### src/rtl/div_pkg.sv
// div_pkg: shared state encoding, default width and counter sizing for the sequential divider
package div_pkg;

    localparam int DEF_WIDTH = 8;

    typedef enum logic [1:0] {
        IDLE = 2'd0,
        RUN  = 2'd1,
        DONE = 2'd2
    } state_e;

    function automatic int clog2(input int n);
        int r;
        r = 0;
        for (int i = 0; i < 31; i++)
            if ((1 << i) < n) r = i + 1;
        return r;
    endfunction

endpackage

### src/rtl/div_step.sv
// div_step: one combinational restoring shift-subtract iteration
module div_step
    import div_pkg::*;
#(
    parameter int WIDTH = DEF_WIDTH
) (
    input  logic [WIDTH-1:0] rem,
    input  logic             msb_in,
    input  logic [WIDTH-1:0] divisor,
    output logic [WIDTH-1:0] rem_next,
    output logic             q_bit
);

    logic [WIDTH:0] shifted;
    logic [WIDTH:0] diff;

    // rem < divisor keeps a non-negative difference below 2^WIDTH, so the top bit is a clean borrow
    always_comb begin
        shifted  = {rem, msb_in};
        diff     = shifted - {1'b0, divisor};
        q_bit    = ~diff[WIDTH];
        rem_next = q_bit ? diff[WIDTH-1:0] : shifted[WIDTH-1:0];
    end

endmodule

### src/rtl/div_seq_unsigned.sv
// div_seq_unsigned: valid/ready multi-cycle restoring divider, one quotient bit per clock
module div_seq_unsigned
    import div_pkg::*;
#(
    parameter int WIDTH      = DEF_WIDTH,
    parameter bit ZERO_EARLY = 1'b1
) (
    input  logic             clk,
    input  logic             rst,
    input  logic             in_valid,
    output logic             in_ready,
    input  logic [WIDTH-1:0] SBC,
    input  logic [WIDTH-1:0] SC,
    output logic             out_valid,
    input  logic             out_ready,
    output logic [WIDTH-1:0] Q,
    output logic [WIDTH-1:0] R,
    output logic             DZ
);

    localparam int CW = clog2(WIDTH);

    state_e           state_q, state_d;
    logic [WIDTH-1:0] rem_q, rem_d;
    logic [WIDTH-1:0] quo_q, quo_d;
    logic [WIDTH-1:0] div_q, div_d;
    logic [WIDTH-1:0] q_q, q_d;
    logic [WIDTH-1:0] r_q, r_d;
    logic [CW-1:0]    cnt_q, cnt_d;
    logic             dz_q, dz_d;
    logic [WIDTH-1:0] step_rem;
    logic             step_bit;

    div_step #(.WIDTH(WIDTH)) u_step (
        .rem      (rem_q),
        .msb_in   (quo_q[WIDTH-1]),
        .divisor  (div_q),
        .rem_next (step_rem),
        .q_bit    (step_bit)
    );

    always_comb begin
        state_d = state_q;
        rem_d   = rem_q;
        quo_d   = quo_q;
        div_d   = div_q;
        q_d     = q_q;
        r_d     = r_q;
        cnt_d   = cnt_q;
        dz_d    = dz_q;
        case (state_q)
            IDLE: if (in_valid) begin
                div_d = SC;
                if (ZERO_EARLY && SC == '0) begin
                    state_d = DONE;
                    q_d     = '1;
                    r_d     = SBC;
                    dz_d    = 1'b1;
                end else begin
                    state_d = RUN;
                    rem_d   = '0;
                    quo_d   = SBC;
                    cnt_d   = CW'(WIDTH - 1);
                end
            end
            RUN: begin
                rem_d = step_rem;
                quo_d = {quo_q[WIDTH-2:0], step_bit};
                cnt_d = cnt_q - CW'(1);
                // results are published only on the final iteration
                if (cnt_q == '0) begin
                    state_d = DONE;
                    q_d     = {quo_q[WIDTH-2:0], step_bit};
                    r_d     = step_rem;
                    dz_d    = (div_q == '0);
                end
            end
            DONE: if (out_ready) state_d = IDLE;
            default: state_d = IDLE;
        endcase
    end

    always_ff @(posedge clk) begin
        if (rst) begin
            state_q <= IDLE;
            rem_q   <= '0;
            quo_q   <= '0;
            div_q   <= '0;
            q_q     <= '0;
            r_q     <= '0;
            cnt_q   <= '0;
            dz_q    <= 1'b0;
        end else begin
            state_q <= state_d;
            rem_q   <= rem_d;
            quo_q   <= quo_d;
            div_q   <= div_d;
            q_q     <= q_d;
            r_q     <= r_d;
            cnt_q   <= cnt_d;
            dz_q    <= dz_d;
        end
    end

    assign in_ready  = (state_q == IDLE);
    assign out_valid = (state_q == DONE);
    assign Q         = q_q;
    assign R         = r_q;
    assign DZ        = dz_q;

endmodule

### config.mk
export PLATFORM = sky130hd
export DESIGN_NAME = div_seq_unsigned
export DESIGN_NICKNAME = d
export VERILOG_FILES = /design/src/rtl/div_pkg.sv /design/src/rtl/div_step.sv /design/src/rtl/div_seq_unsigned.sv
export SDC_FILE = /design/constraint.sdc
export NUM_CORES = 1
export LEC_CHECK = 0
export ABC_CLOCK_PERIOD_IN_PS = 2820
export BUFFER_PORTS_ARGS = -buffer_cell sky130_fd_sc_hd__buf_2
export CAP_MARGIN = 25
export CORE_UTILIZATION = 40
export DETAILED_ROUTE_END_ITERATION = 10
export PLACE_DENSITY_LB_ADDON = 0.2
export SYNTH_ARGS = -nofsm -noshare
export SYNTH_HDL_FRONTEND = slang
export SYNTH_SLANG_ARGS = --single-unit
### constraint.sdc
create_clock -name clk -period 2.82 [get_ports clk]
set_input_delay 0.141 -clock clk [delete_from_list [all_inputs] [get_ports clk]]
set_output_delay 0.141 -clock clk [all_outputs]
set_load 0.05 [all_outputs]
Word-level counts from Yosys, hierarchy flattened
Index checks and enable logic that the tools add are counted.
- word-level logic and storage cells: 54
- output and inout bits: 19
- bits of input ports: 20
- register bits: 46
- equal/unequal tests: 7
- bitwise operators: 1
- reductions and logical operators: 9
- add/subtract/negate cells: 2
- mux-type cells: 27
- operators with widths (cell ; number):
    two-way mux 8 bit ; 11
    case mux 8 bit (2 select lines) ; 4
    logical NOT 8 bit ; 2
    subtractor 9 x 8 -> 9 bit ; 1
    two-way mux 2 bit ; 4
    two-way mux 3 bit ; 2
    != test 2 bit (second input constant) ; 3
    case mux 2 bit (3 select lines) ; 1
    case mux 3 bit (2 select lines) ; 1
    AND reduction 3 bit ; 2
    != test 2 x 1 -> 1 bit (second input constant) ; 2
    AND reduction 4 bit ; 1
    logical NOT 3 bit ; 1
    two-way mux 1 bit ; 3
    subtractor 3 x 1 -> 3 bit (second input constant) ; 1
    equality test 2 x 1 -> 1 bit (second input constant) ; 1
    equality test 2 bit (second input constant) ; 1
    logical NOT 2 bit ; 1
    case mux 1 bit (2 select lines) ; 1
    AND reduction 2 bit ; 1
    nonzero test 2 bit ; 1
    inverter 1 bit ; 1

Depth between registers and ports, before layout
- depth after elaboration: 4
- mapped depth: 10

Modules after synthesis
From an unflattened synthesis, not the netlist that was laid out.
- cell total of the unflattened synthesis: 283
- area, all modules: 2439.8 sq um
- modules (own cells, without submodules) (module ; times used ; cells each ; area an instance (sq um)):
    div_seq_unsigned ; 1 ; 225 ; 1954.4
    div_step ; 1 ; 58 ; 485.5

Worst setup path after synthesis
No wires, ideal clock.
- path type: register -> register
- from: register quo_q[7]
- to: register r_q[0] (netlist: R[0])
- data arrival time: 2076 ps
- path slack: 643 ps
- data required time: 2719 ps
- cell stages (with the launch flop): 11
- buffers on the path: 1
- path through: dfxtp_1 > inv_1 > ha_1 > inv_1 > fa_1 > a211oi_2 > o211ai_1 > o211a_1 > buf_6 > o41a_1 > o41ai_1
- longest elaborated chain between the ends: 4
- RTL lines (what ; RTL line ; text):
    start: declaration ; div_seq_unsigned.sv:25 ; logic [WIDTH-1:0] quo_q, quo_d;
    start signal: assignment ; div_seq_unsigned.sv:96 ; quo_q <= quo_d;
    subtractor 9 x 8 -> 9 bit ; div_step.sv:20 ; diff = shifted - {1'b0, divisor};
    two-way mux 8 bit * ; div_step.sv:22 ; rem_next = q_bit ? diff[WIDTH-1:0] : shifted[WIDTH-1:0];
    two-way mux 8 bit * ; div_seq_unsigned.sv:71 ; if (cnt_q == '0) begin
    case mux 8 bit (2 select lines) * ; div_seq_unsigned.sv:51 ; case (state_q)
    end signal: assignment ; div_seq_unsigned.sv:99 ; r_q <= r_d;
    end: declaration ; div_seq_unsigned.sv:28 ; logic [WIDTH-1:0] r_q, r_d;
Mark *: on every way between the ends. The rest lies on a longest branch, timed or not. The select of a mux whose other input is x is not followed.
A chain may end at the register's enable or synchronous reset.

Worst setup path after layout
- from: register quo_q[7]
- to: register quo_q[0]
- longest elaborated chain between the ends: 3
- RTL lines (what ; RTL line ; text):
    subtractor 9 x 8 -> 9 bit ; div_step.sv:20 ;
    inverter 1 bit ; div_step.sv:21 ; q_bit = ~diff[WIDTH];
    case mux 8 bit (2 select lines) ; div_seq_unsigned.sv:51 ;
No other way between the ends.

==> results.cfg <==
[drt]
drt_iter0_markers = 168
vias_per_cell = 5.72
drc = 0
vias = 2477
wire_per_inst_um = 16.2
drtPass1Iterations = 4
drt_wl_total_um = 6990
ant_nets = 0

[synth]
ys_seq_area_share_pct = 34.7
synth_cell_types = 61
syn_avg_cell_area_um2 = 8.16
yosysTopAreaCell = dfxtp_1
yosys_warnings = 0
synth_area_leaders = dfxtp_1, nand2_1, ha_1, a311oi_2, nor2_1
async_flop_share_pct = 0
syn-cell-area_um2 = 2650
ys_ff_latch = 46
synthCells = 325
synth_nets = 356
synth_flop_cell = dfxtp_1
synth_top_area_share_pct = 34.7
synth_edf_count = 0

[worst_setup_path]
worst-path-buf-inv = 2
cp.arrival_ns = 2.77
cp_max_fo = 17
critPathMaxStageDelay_ns = 0.49
worst_setup_path_end_kind = register
start_kind = register
cp_slowest_cell = a2111oi_1
cp_common_cell = inv_1
worstSetupPathType = reg2reg
critPathRequiredTime_ns = 3.01
crit_family = compound AO/OA/AOI/OAI gates
path_cells = inv_1 > ha_1 > inv_1 > fa_1 > a211oi_2 > o211a_1 > o211ai_2 > a2111oi_1

[clock_network]
cts_tree = yes
cts_root_buffer = clkbuf_8
clock_sinks = 46
clock_path_buffers = 2
hold_buffers = 0
htreeDepth = 2
clk_pin_slew_ns = 0.08
ctsResizeCount = 0
clock_latency_ns = 0.30
cts_setup_buffers = 0
numCtsBuffers = 5

[place]
dp_hpwl_um = 5180
placed_cells = 425
dpl_cell_area_um2 = 2870
io_buffers = 38
gp_congestion = 0.817
dp_slack_ns = 0.316

[final_layout]
final_util_pct = 46.6
fillers = 656
nets = 386
stdcell_area_um2 = 2980
areaGrowthSynthToFinish_pct = 12.4
layout_commonest_cell = nand2_1
drive_gt1_share_pct = 18.3
diodes = 0
final_cell_mix = nand2_1, dfxtp_1, buf_2, nor2_1, a21oi_1
final_cells = 433

[global_route]
antenna_found_initial = 0
grt_max_degree = 30
grt_pass1_wl_um = 11500
gr-total-overflow = 0
grt_usage_pct = 20.5
grt_pass1_vias = 2371

[timing]
worstMarginPinSlew_ns = 0.992
finalWorstPathRequiredPeriod_ns = 2.58
rsz0062_at_grt = no
hold_viol = 0
max_slew_margin_pct = 33.9
tns_ns = 0
setup_ws_ns = 0.243
hold-worst-slack_ns = 0.0898
fin_crit_sh_pct = 91.4
fmax_mhz = 388
finalMaxSlewViolations = 0
fin_skew_ns = 0.0122
finalSetupViolations = 0

[power_and_ir_drop]
finalPower_mw = 1.96
p_leak_nw = 1.21
ir_drop_uv = 329
power_density_nw_per_um2 = 658

[die]
placementRows = 29
dieArea_um2 = 6960
start_util_pct = 41.5
dieWidth_um = 83.4
ios = 39
core_area_um2 = 6390
die_h_um = 83.4

[run]
cap_violations = 0

[run_status]
outcome = finished clean

[hold_path]
min_path_type = in2reg
## worst min-delay path: cells and delay by family
family	cells	cell delay, ns
and+or+nand+nor	1	0.05
AOI/OAI and AO/OA	1	0.05
buffers and inverters	1	0.11
## kinds of logic after synthesis
family | count (synthesis) | share of synthesized area (%)
XOR/XNOR | 5 | 1.65
buffers and inverters | 35 | 5.99
flip-flops | 46 | 34.7
AND/OR/NAND/NOR | 124 | 21.6
multiplexers | 4 | 1.51
adder cells (fa/ha/maj) | 11 | 5.47
AO/OA/AOI/OAI | 100 | 29.1
## path summary, 6_finish.rpt
path	slack, ns	depth (start not counted)	start	end
max	0.24	8	quo_q[7]$_SDFFE_PP0P_	quo_q[0]$_SDFFE_PP0P_
min	0.09	3	SC[6]	div_q[6]$_SDFFE_PP0P_
max reg2reg	0.24	8	quo_q[7]$_SDFFE_PP0P_	quo_q[0]$_SDFFE_PP0P_
min reg2reg	0.49	2	div_q[5]$_SDFFE_PP0P_	div_q[5]$_SDFFE_PP0P_
## flip-flops by register name (all words and copies together) (netlist names)
| signal | cells |
|---|---|
| DZ | 1 |
| Q | 8 |
| R | 8 |
| cnt_q | 3 |
| div_q | 8 |
| quo_q | 8 |
| rem_q | 8 |
| state_q | 2 |
## synthesized netlist by cell type (all sizes together) (2+ instances only)
cell type	instances
a211oi	5
a21oi	24
a22oi	7
a311oi	9
a32oi	2
a41oi	6
and2	3
buf	7
clkbuf	13
dfxtp	46
ha	10
inv	14
mux2i	4
nand2	49
nand3	4
nand4	2
nor2	32
nor3	15
nor4	4
o211a	2
o211ai	5
o21ai	17
o31ai	8
o41ai	2
or3	2
or4	2
xnor2	3
xor2	2
## metal layers
layer | track usage, % | vias to the layer above | routed length, µm
met5 | 0 | - | 0
met4 | 6.16 | 0 | 74
met3 | 3.68 | 8 | 285
met2 | 33.2 | 48 | 3230
met1 | 27.8 | 1169 | 3410
li1 | - | 1252 | -
## power breakdown
| group | switching [mW] | internal [mW] | total (mW) | leakage (nW) |
|---|---|---|---|---|
| logic | 0.470 | 0.241 | 0.711 | 0.778 |
| registers | 0.0499 | 0.713 | 0.763 | 0.377 |
| clock network | 0.221 | 0.265 | 0.486 | 0.0524 |
## final cells by class
cell class / count / area, µm² / share of cell area [%]
clock buffers: 7 / 76.3 / 2.56
clock inverters: 1 / 30.0 / 1.01
inverters: 15 / 56.3 / 1.89
multi-input cells: 244 / 1570 / 52.8
flip-flops and latches: 46 / 921 / 30.9
well taps: 77 / 96.3 / 3.23
repair buffers: 43 / 228 / 7.64
Power figures use the tool's default switching activity.
